$ cat src/rtl/ula_pkg.sv
// Shared definitions for the ULA sequencer: opcodes, FSM encoding, word width.
package ula_pkg;

    localparam int TAMANHO_PADRAO = 16;

    localparam logic [3:0] OP_SOMA         = 4'd0;
    localparam logic [3:0] OP_SUBTRACAO    = 4'd1;
    localparam logic [3:0] OP_MULTIPLICACAO = 4'd2;
    localparam logic [3:0] OP_DIVISAO      = 4'd3;
    localparam logic [3:0] OP_E            = 4'd4;
    localparam logic [3:0] OP_NE           = 4'd5;
    localparam logic [3:0] OP_OU           = 4'd6;
    localparam logic [3:0] OP_XOU          = 4'd7;
    localparam logic [3:0] OP_CMP          = 4'd8;
    localparam logic [3:0] OP_NAO          = 4'd9;
    localparam logic [3:0] OP_MAX          = 4'd9;

    typedef enum logic [1:0] {
        OCIOSO    = 2'd0,
        REQUISITA = 2'd1,
        ESCREVE   = 2'd2,
        ERRO      = 2'd3
    } estado_t;

    // True when the opcode lies in the valid range 0..OP_MAX.
    function automatic logic op_valido(input logic [3:0] codigo);
        return (codigo <= OP_MAX);
    endfunction

endpackage

$ cat src/rtl/ula_sequenciador_if.sv
// Instruction handshake bus between an instruction source and the sequencer.
interface ula_sequenciador_if;
    logic       instr_valid;
    logic       instr_ready;
    logic [3:0] instr_op;
    logic [2:0] instr_rd;
    logic [2:0] instr_rs;

    modport master (
        output instr_valid,
        output instr_op,
        output instr_rd,
        output instr_rs,
        input  instr_ready
    );

    modport slave (
        input  instr_valid,
        input  instr_op,
        input  instr_rd,
        input  instr_rs,
        output instr_ready
    );
endinterface

$ cat src/rtl/ula_banco_regs.sv
// Register bank: one write port, three combinational read ports, async clear.
module ula_banco_regs #(
    parameter int W  = 16,
    parameter int N  = 8,
    parameter int AW = $clog2(N)
) (
    input  logic          clk,
    input  logic          reset,
    input  logic          we,
    input  logic [AW-1:0] waddr,
    input  logic [W-1:0]  wdata,
    input  logic [AW-1:0] raddr_a,
    output logic [W-1:0]  rdata_a,
    input  logic [AW-1:0] raddr_b,
    output logic [W-1:0]  rdata_b,
    input  logic [AW-1:0] raddr_c,
    output logic [W-1:0]  rdata_c
);

    logic [W-1:0] mem_r [N];

    // Storage array: cleared on reset, single write per cycle.
    always_ff @(posedge clk or posedge reset) begin
        if (reset) begin
            for (int i = 0; i < N; i++) begin
                mem_r[i] <= {W{1'b0}};
            end
        end else if (we) begin
            mem_r[waddr] <= wdata;
        end
    end

    assign rdata_a = mem_r[raddr_a];
    assign rdata_b = mem_r[raddr_b];
    assign rdata_c = mem_r[raddr_c];

endmodule

$ cat src/rtl/ula_sequenciador.sv
// Instruction sequencer feeding the ULA: reads operands from the bank, hands
// them to the ULA, waits for completion (with watchdog) and writes back.
// Optional build macro: ULA_SEQ_FLAGS_EN adds flag_z / flag_n outputs.
module ula_sequenciador
    import ula_pkg::*;
#(
    parameter int Tamanho_Da_Palavra = TAMANHO_PADRAO,
    parameter int NUM_REGS           = 8,
    parameter int TIMEOUT_CICLOS     = 64,
    parameter int AW                 = $clog2(NUM_REGS)
) (
    input  logic                          clk,
    input  logic                          reset,
    ula_sequenciador_if.slave             instr,
    input  logic                          ext_we,
    input  logic [AW-1:0]                 ext_addr,
    input  logic [Tamanho_Da_Palavra-1:0] ext_wdata,
    output logic [Tamanho_Da_Palavra-1:0] ext_rdata,
    output logic [Tamanho_Da_Palavra-1:0] ETp1,
    output logic [Tamanho_Da_Palavra-1:0] ETp2,
    output logic [3:0]                    op,
    output logic                          processar,
    input  logic                          concluido,
    input  logic [Tamanho_Da_Palavra-1:0] Data,
    output logic                          feito,
    output logic                          erro,
    output logic [Tamanho_Da_Palavra-1:0] resultado
`ifdef ULA_SEQ_FLAGS_EN
    ,
    output logic                          flag_z,
    output logic                          flag_n
`endif
);

    localparam int W    = Tamanho_Da_Palavra;
    localparam int WD_W = (TIMEOUT_CICLOS > 2) ? $clog2(TIMEOUT_CICLOS) : 1;
    localparam logic [WD_W-1:0] WD_LIMITE = WD_W'(TIMEOUT_CICLOS - 1);

    estado_t         estado_r;
    estado_t         estado_s;
    logic [AW-1:0]   rd_r;
    logic [W-1:0]    res_r;
    logic [WD_W-1:0] wd_r;
    logic            aceita_s;

    logic            we_s;
    logic [AW-1:0]   waddr_s;
    logic [W-1:0]    wdata_s;
    logic [W-1:0]    rd_dado_s;
    logic [W-1:0]    rs_dado_s;

    assign instr.instr_ready = (estado_r == OCIOSO);
    assign aceita_s = (estado_r == OCIOSO) && instr.instr_valid && op_valido(instr.instr_op);

    ula_banco_regs #(
        .W  (W),
        .N  (NUM_REGS),
        .AW (AW)
    ) u_banco (
        .clk     (clk),
        .reset   (reset),
        .we      (we_s),
        .waddr   (waddr_s),
        .wdata   (wdata_s),
        .raddr_a (instr.instr_rd),
        .rdata_a (rd_dado_s),
        .raddr_b (instr.instr_rs),
        .rdata_b (rs_dado_s),
        .raddr_c (ext_addr),
        .rdata_c (ext_rdata)
    );

    // FSM state register.
    always_ff @(posedge clk or posedge reset) begin
        if (reset) begin
            estado_r <= OCIOSO;
        end else begin
            estado_r <= estado_s;
        end
    end

    // FSM next-state: accept, wait for the ULA or the watchdog, retire.
    always_comb begin
        estado_s = estado_r;
        case (estado_r)
            OCIOSO: begin
                if (instr.instr_valid) begin
                    if (op_valido(instr.instr_op)) begin
                        estado_s = REQUISITA;
                    end else begin
                        estado_s = ERRO;
                    end
                end else begin
                    estado_s = OCIOSO;
                end
            end
            REQUISITA: begin
                if (concluido) begin
                    estado_s = ESCREVE;
                end else if (wd_r == WD_LIMITE) begin
                    estado_s = ERRO;
                end else begin
                    estado_s = REQUISITA;
                end
            end
            ESCREVE: estado_s = OCIOSO;
            ERRO:    estado_s = OCIOSO;
            default: estado_s = OCIOSO;
        endcase
    end

    // Bank write port: external init only while idle, writeback in ESCREVE.
    always_comb begin
        we_s    = 1'b0;
        waddr_s = ext_addr;
        wdata_s = ext_wdata;
        if (estado_r == OCIOSO) begin
            we_s = ext_we;
        end else if (estado_r == ESCREVE) begin
            we_s    = (op != OP_CMP);
            waddr_s = rd_r;
            wdata_s = res_r;
        end else begin
            we_s = 1'b0;
        end
    end

    // Datapath and registered ULA-side / status outputs.
    always_ff @(posedge clk or posedge reset) begin
        if (reset) begin
            ETp1      <= {W{1'b0}};
            ETp2      <= {W{1'b0}};
            op        <= 4'd0;
            rd_r      <= {AW{1'b0}};
            res_r     <= {W{1'b0}};
            wd_r      <= {WD_W{1'b0}};
            processar <= 1'b0;
            feito     <= 1'b0;
            erro      <= 1'b0;
            resultado <= {W{1'b0}};
`ifdef ULA_SEQ_FLAGS_EN
            flag_z    <= 1'b0;
            flag_n    <= 1'b0;
`endif
        end else begin
            processar <= (estado_s == REQUISITA);
            feito     <= (estado_r == ESCREVE);
            erro      <= (estado_r == ERRO);

            if (aceita_s) begin
                ETp1 <= rd_dado_s;
                ETp2 <= (instr.instr_op == OP_NAO) ? {W{1'b0}} : rs_dado_s;
                op   <= instr.instr_op;
                rd_r <= instr.instr_rd;
            end

            // Watchdog runs only while waiting for the ULA.
            if ((estado_r == REQUISITA) && !concluido) begin
                wd_r <= wd_r + WD_W'(1);
            end else begin
                wd_r <= {WD_W{1'b0}};
            end

            if ((estado_r == REQUISITA) && concluido) begin
                res_r <= Data;
            end

            if (estado_r == ESCREVE) begin
                resultado <= res_r;
`ifdef ULA_SEQ_FLAGS_EN
                flag_z    <= (res_r == {W{1'b0}});
                flag_n    <= res_r[W-1];
`endif
            end
        end
    end

endmodule

$ cat src/flat_wrapper.sv
// flat-port wrapper written by rule: the top's interface ports become plain ports
module ula_sequenciador_flat import ula_pkg::*;
#(
    parameter int Tamanho_Da_Palavra = TAMANHO_PADRAO,
    parameter int NUM_REGS           = 8,
    parameter int TIMEOUT_CICLOS     = 64,
    parameter int AW                 = $clog2(NUM_REGS)
)
  (clk, reset, ext_we, ext_addr, ext_wdata, ext_rdata, ETp1, ETp2, op, processar, concluido, Data, feito, erro, resultado, instr_instr_valid, instr_instr_op, instr_instr_rd, instr_instr_rs, instr_instr_ready);
  ula_sequenciador_if instr_i ();
  input  logic clk;
  input  logic reset;
  input  logic ext_we;
  input  logic [AW-1:0] ext_addr;
  input  logic [Tamanho_Da_Palavra-1:0] ext_wdata;
  output logic [Tamanho_Da_Palavra-1:0] ext_rdata;
  output logic [Tamanho_Da_Palavra-1:0] ETp1;
  output logic [Tamanho_Da_Palavra-1:0] ETp2;
  output logic [3:0] op;
  output logic processar;
  input  logic concluido;
  input  logic [Tamanho_Da_Palavra-1:0] Data;
  output logic feito;
  output logic erro;
  output logic [Tamanho_Da_Palavra-1:0] resultado;
  input wire logic [$bits(instr_i.instr_valid)-1:0] instr_instr_valid;
  input wire logic [$bits(instr_i.instr_op)-1:0] instr_instr_op;
  input wire logic [$bits(instr_i.instr_rd)-1:0] instr_instr_rd;
  input wire logic [$bits(instr_i.instr_rs)-1:0] instr_instr_rs;
  output wire logic [$bits(instr_i.instr_ready)-1:0] instr_instr_ready;
  assign instr_i.instr_valid = instr_instr_valid;
  assign instr_i.instr_op = instr_instr_op;
  assign instr_i.instr_rd = instr_instr_rd;
  assign instr_i.instr_rs = instr_instr_rs;
  assign instr_instr_ready = instr_i.instr_ready;
  ula_sequenciador #(.Tamanho_Da_Palavra(Tamanho_Da_Palavra), .NUM_REGS(NUM_REGS), .TIMEOUT_CICLOS(TIMEOUT_CICLOS), .AW(AW)) u_core (.clk(clk), .reset(reset), .instr(instr_i), .ext_we(ext_we), .ext_addr(ext_addr), .ext_wdata(ext_wdata), .ext_rdata(ext_rdata), .ETp1(ETp1), .ETp2(ETp2), .op(op), .processar(processar), .concluido(concluido), .Data(Data), .feito(feito), .erro(erro), .resultado(resultado));
endmodule
$ cat config.mk
export PLATFORM = sky130hd
export DESIGN_NAME = ula_sequenciador_flat
export DESIGN_NICKNAME = d
export VERILOG_FILES = /design/src/rtl/ula_pkg.sv /design/src/rtl/ula_sequenciador_if.sv /design/src/rtl/ula_banco_regs.sv /design/src/rtl/ula_sequenciador.sv /design/src/flat_wrapper.sv
export SDC_FILE = /design/constraint.sdc
export NUM_CORES = 1
export LEC_CHECK = 0
export CORE_ASPECT_RATIO = 0.5
export CORE_MARGIN = 2
export CORE_UTILIZATION = 50
export DETAILED_ROUTE_END_ITERATION = 16
export GPL_TIMING_DRIVEN = 0
export PLACE_DENSITY = 0.76
export SYNTH_ARGS = -nofsm -noshare
export SYNTH_HDL_FRONTEND = slang
export SYNTH_SLANG_ARGS = --single-unit
export TNS_END_PERCENT = 1
$ cat constraint.sdc
create_clock -name clk -period 14.25 [get_ports clk]
set_input_delay 3.5625 -clock clk [delete_from_list [all_inputs] [get_ports clk]]
set_output_delay 3.5625 -clock clk [all_outputs]
set_load 0.1 [all_outputs]
==> metrics <==
Worst Path Buf+Inv=3; total number of yosys warnings=0; I/O Buffers=between 100 and 150; crit-path cells=clkbuf_1 > clkbuf_1 > mux4_2 > nand2_1 > nand2_1 > clkdlybuf4s50_1; RD Place Congestion=between 0.9 and 1; PostCTS Resize Cnt=0; Sink Count=between 200 and 250; Finish-stage setup viols=0; power per cell area=about 270 mW/mm2; Top FF cell, synth=dfrtp_1; largest net degree at the start of global routing=about 130; final cell utilization of the core=0.611; synthesized cell area=0.0109 mm2; HPWL Detailed=around 24,000 um; max-slew violations=0; Internal Power=1.82 mW; Synth area leader=dfrtp_1; core area=between 0.02 and 0.025 mm2; Slowest-stage cell, CP=clkdlybuf4s50_1; ys async rst share=1.00; drt drc=0; Post-synth top cells=210 x dfrtp_1, 134 x o21ai_0, 129 x a21oi_1; pre-CTS setup slack=roughly 4500 ps; EDFF count, synth=0; Worst setup SP type=primary input; TritonCTS Buffers=21; Synth Instances=926; drt first pass iters=5; Synth Register Bits=210; drt wl/cell=about 24 um; initial antenna violation count=0; layout cell share with drive strength beyond 1=0.206; Seq pwr share=0.322; setup ws final=~4400 ps; remaining antenna violation count=0; clk buf depth=3; final worst path period share=0.688; RSZ-0062 raised after global routing=no; Max-Cap Viols=0; HP Class=reg2reg; die span in y=~110 um; # rows=38; Congestion Overflow GR=0; syn nets=around 980; most common cell in the netlist=dfrtp_1; post-synthesis sequential area ratio=0.480; register area=roughly 0.0053 mm2; Clock Skew=between 10 and 15 ps; Initial Utilization=0.507; worst skew pair latency=500 ps; first-pass GRT wire length=between 50,000 and 60,000 um; Fin. Hold Viols=0; Worst Path Required=about 11,000 ps; Fillers=~1.7k; Vias/cell=around 6.4; CTS Hold Buffers Added=0; CTS Root Buffer Type=clkbuf_16; Slew @ Worst Pin=approximately 1100 ps; top post-synthesis cells by area=dfrtp_1 48%, mux4_2 20%, o21ai_0 6.1%, a21oi_1 5.9%, mux2_2 4.0%; Post-Layout Cell Count=between 1k and 1.5k; I/O pin cnt=~120; synth-to-layout area growth=20.5%; Peak VDD IR=0.000169 V; Worst Setup End Kind=output port; Worst EP arrival=approximately 6300 ps; slowest stage delay, CP=around 1100 ps; Die Footprint=between 0.02 and 0.025 mm2; CP top delay family=buffers and inverters; Final nets=1,114; Worst Path Max Fanout=10; multi-input logic area=between 0.005 and 0.006 mm2; NetSw=1.70 mW; clock power share=0.165; Die W=approximately 210 um; CP Class=in2out; # H-tree levels=1; Cell variety after synth=48; Fmax=102 MHz; # placed instances=1,340; vias in the first global route=8,688; relative slew slack=0.248; setup tns final=0 ps; Routed WL=roughly 33,000 um; Initial DRC Count=~1.2k; LEAKAGE=around 5.5 nW; TritonCTS clock tree=yes; minimum clock period=~9800 ps; Avg Cell Area, Syn=approximately 12 um2; post-synth top area share=0.480; post-CTS setup buffer count=0; Total Routing Usage GR=0.295; status=finished, final reports clean; via count=between 8k and 9k; combinational share of power=0.513; Antenna diodes=0; switching share of power=0.483; clk slew on worst S/H paths=about 60 ps
## cell families after synthesis
family | count (synthesis) | share of synthesized area
buffers and inverters | 90 | 0.0373
adders and majority gates | 1 | 0.00114
DFF | 210 | 0.480
and+or+nand+nor | 148 | 0.0595
muxes | 166 | 0.266
xor gates and xnor gates | 4 | 0.00320
AOI/OAI and AO/OA | 307 | 0.152
## path summary, 6_finish.rpt
path / from / endpoint / slack (ps) / depth (start not counted)
worst max-delay path: ext_addr[1] / ext_rdata[0] / 4440 / 6
worst min-delay path: u_core.ETp1[0] / u_core.ETp1[0] / 480 / 2
worst max register to register: u_core.estado_r[0] / u_core.u_banco.mem_r[101] / 11730 / 6
worst min register to register: u_core.ETp1[0] / u_core.ETp1[0] / 480 / 2
max in group asynchronous: reset / u_core.u_banco.mem_r[5] / 9640 / 3
min in group asynchronous: reset / u_core.res_r[0] / 3540 / 2
## layout make-up
class                   instances  share of cell area
well taps                     300              0.0285
flip-flops and latches        210               0.399
repair buffers                114              0.0879
clock buffers                  27              0.0438
inverters                       7             0.00256
multi-input cells             626               0.400
clock inverters                10             0.00949
plain buffers                  83              0.0289
## worst reg2reg max path, stage by stage (launching register included)
cell and delay [ps]:
dfrtp_1 410, nand2b_1 120, buf_2 160, buf_6 180
buf_2 320, mux2i_1 940, o21ai_0 220
## power by group through the flow
stage	registers [mW]	clock network (mW)	logic [mW]
2_1_floorplan	1.54	0	0.859
3_3_place_gp	1.10	0	1.75
3_5_place_dp	1.13	0	1.78
4_1_cts	1.12	0.583	1.79
5_1_grt	1.17	0.606	1.89
6_report	1.13	0.579	1.80
## placed cells by master, fill, tap and decap left out, types with 3 or more instances in the layout
master,count
a22o_1,16
dfrtp_1,210
nor2_1,11
bufinv_16,3
o21ai_0,134
nand2_1,113
buf_6,3
a31oi_1,5
mux2i_1,31
xor2_1,3
buf_2,32
clkbuf_1,46
clkbuf_16,21
a21oi_1,129
clkinv_2,7
mux4_2,96
o21ai_1,11
buf_1,3
mux2_2,39
inv_1,5
clkdlybuf4s50_1,113
nand3_1,3
clkbuf_8,3
## flip-flops by register name, summed over array words and instances, names as in the netlist
signal and cells:
u_core.ETp2 16, u_core.op 4, u_core.resultado 16, u_core.res_r 16, u_core.estado_r 2, u_core.feito 1, u_core.erro 1, u_core.rd_r 3
u_core.processar 1, u_core.ETp1 16, u_core.wd_r 6, u_core.u_banco.mem_r 128
## metrics by stage
step           hold WS, ps  instance area (um2)  power (mW)
3_3_place_gp           458                12400        2.85
6_report               476                13200        3.51
2_1_floorplan          446                10900        2.40
3_5_place_dp           468                12500        2.90
5_1_grt                499                13200        3.67
4_1_cts                484                13200        3.49
## metal layers
layer  routed length [um]  global-route usage  vias up  share of wire
met5                    0                   0        -              0
met4                  534              0.0551        0          0.016
met3                 4860               0.103       61           0.15
met2                14300               0.431      602           0.43
met1                13500               0.433     4387           0.41
li1                     -                   -     3743              -
Power figures use the tool's default switching activity.
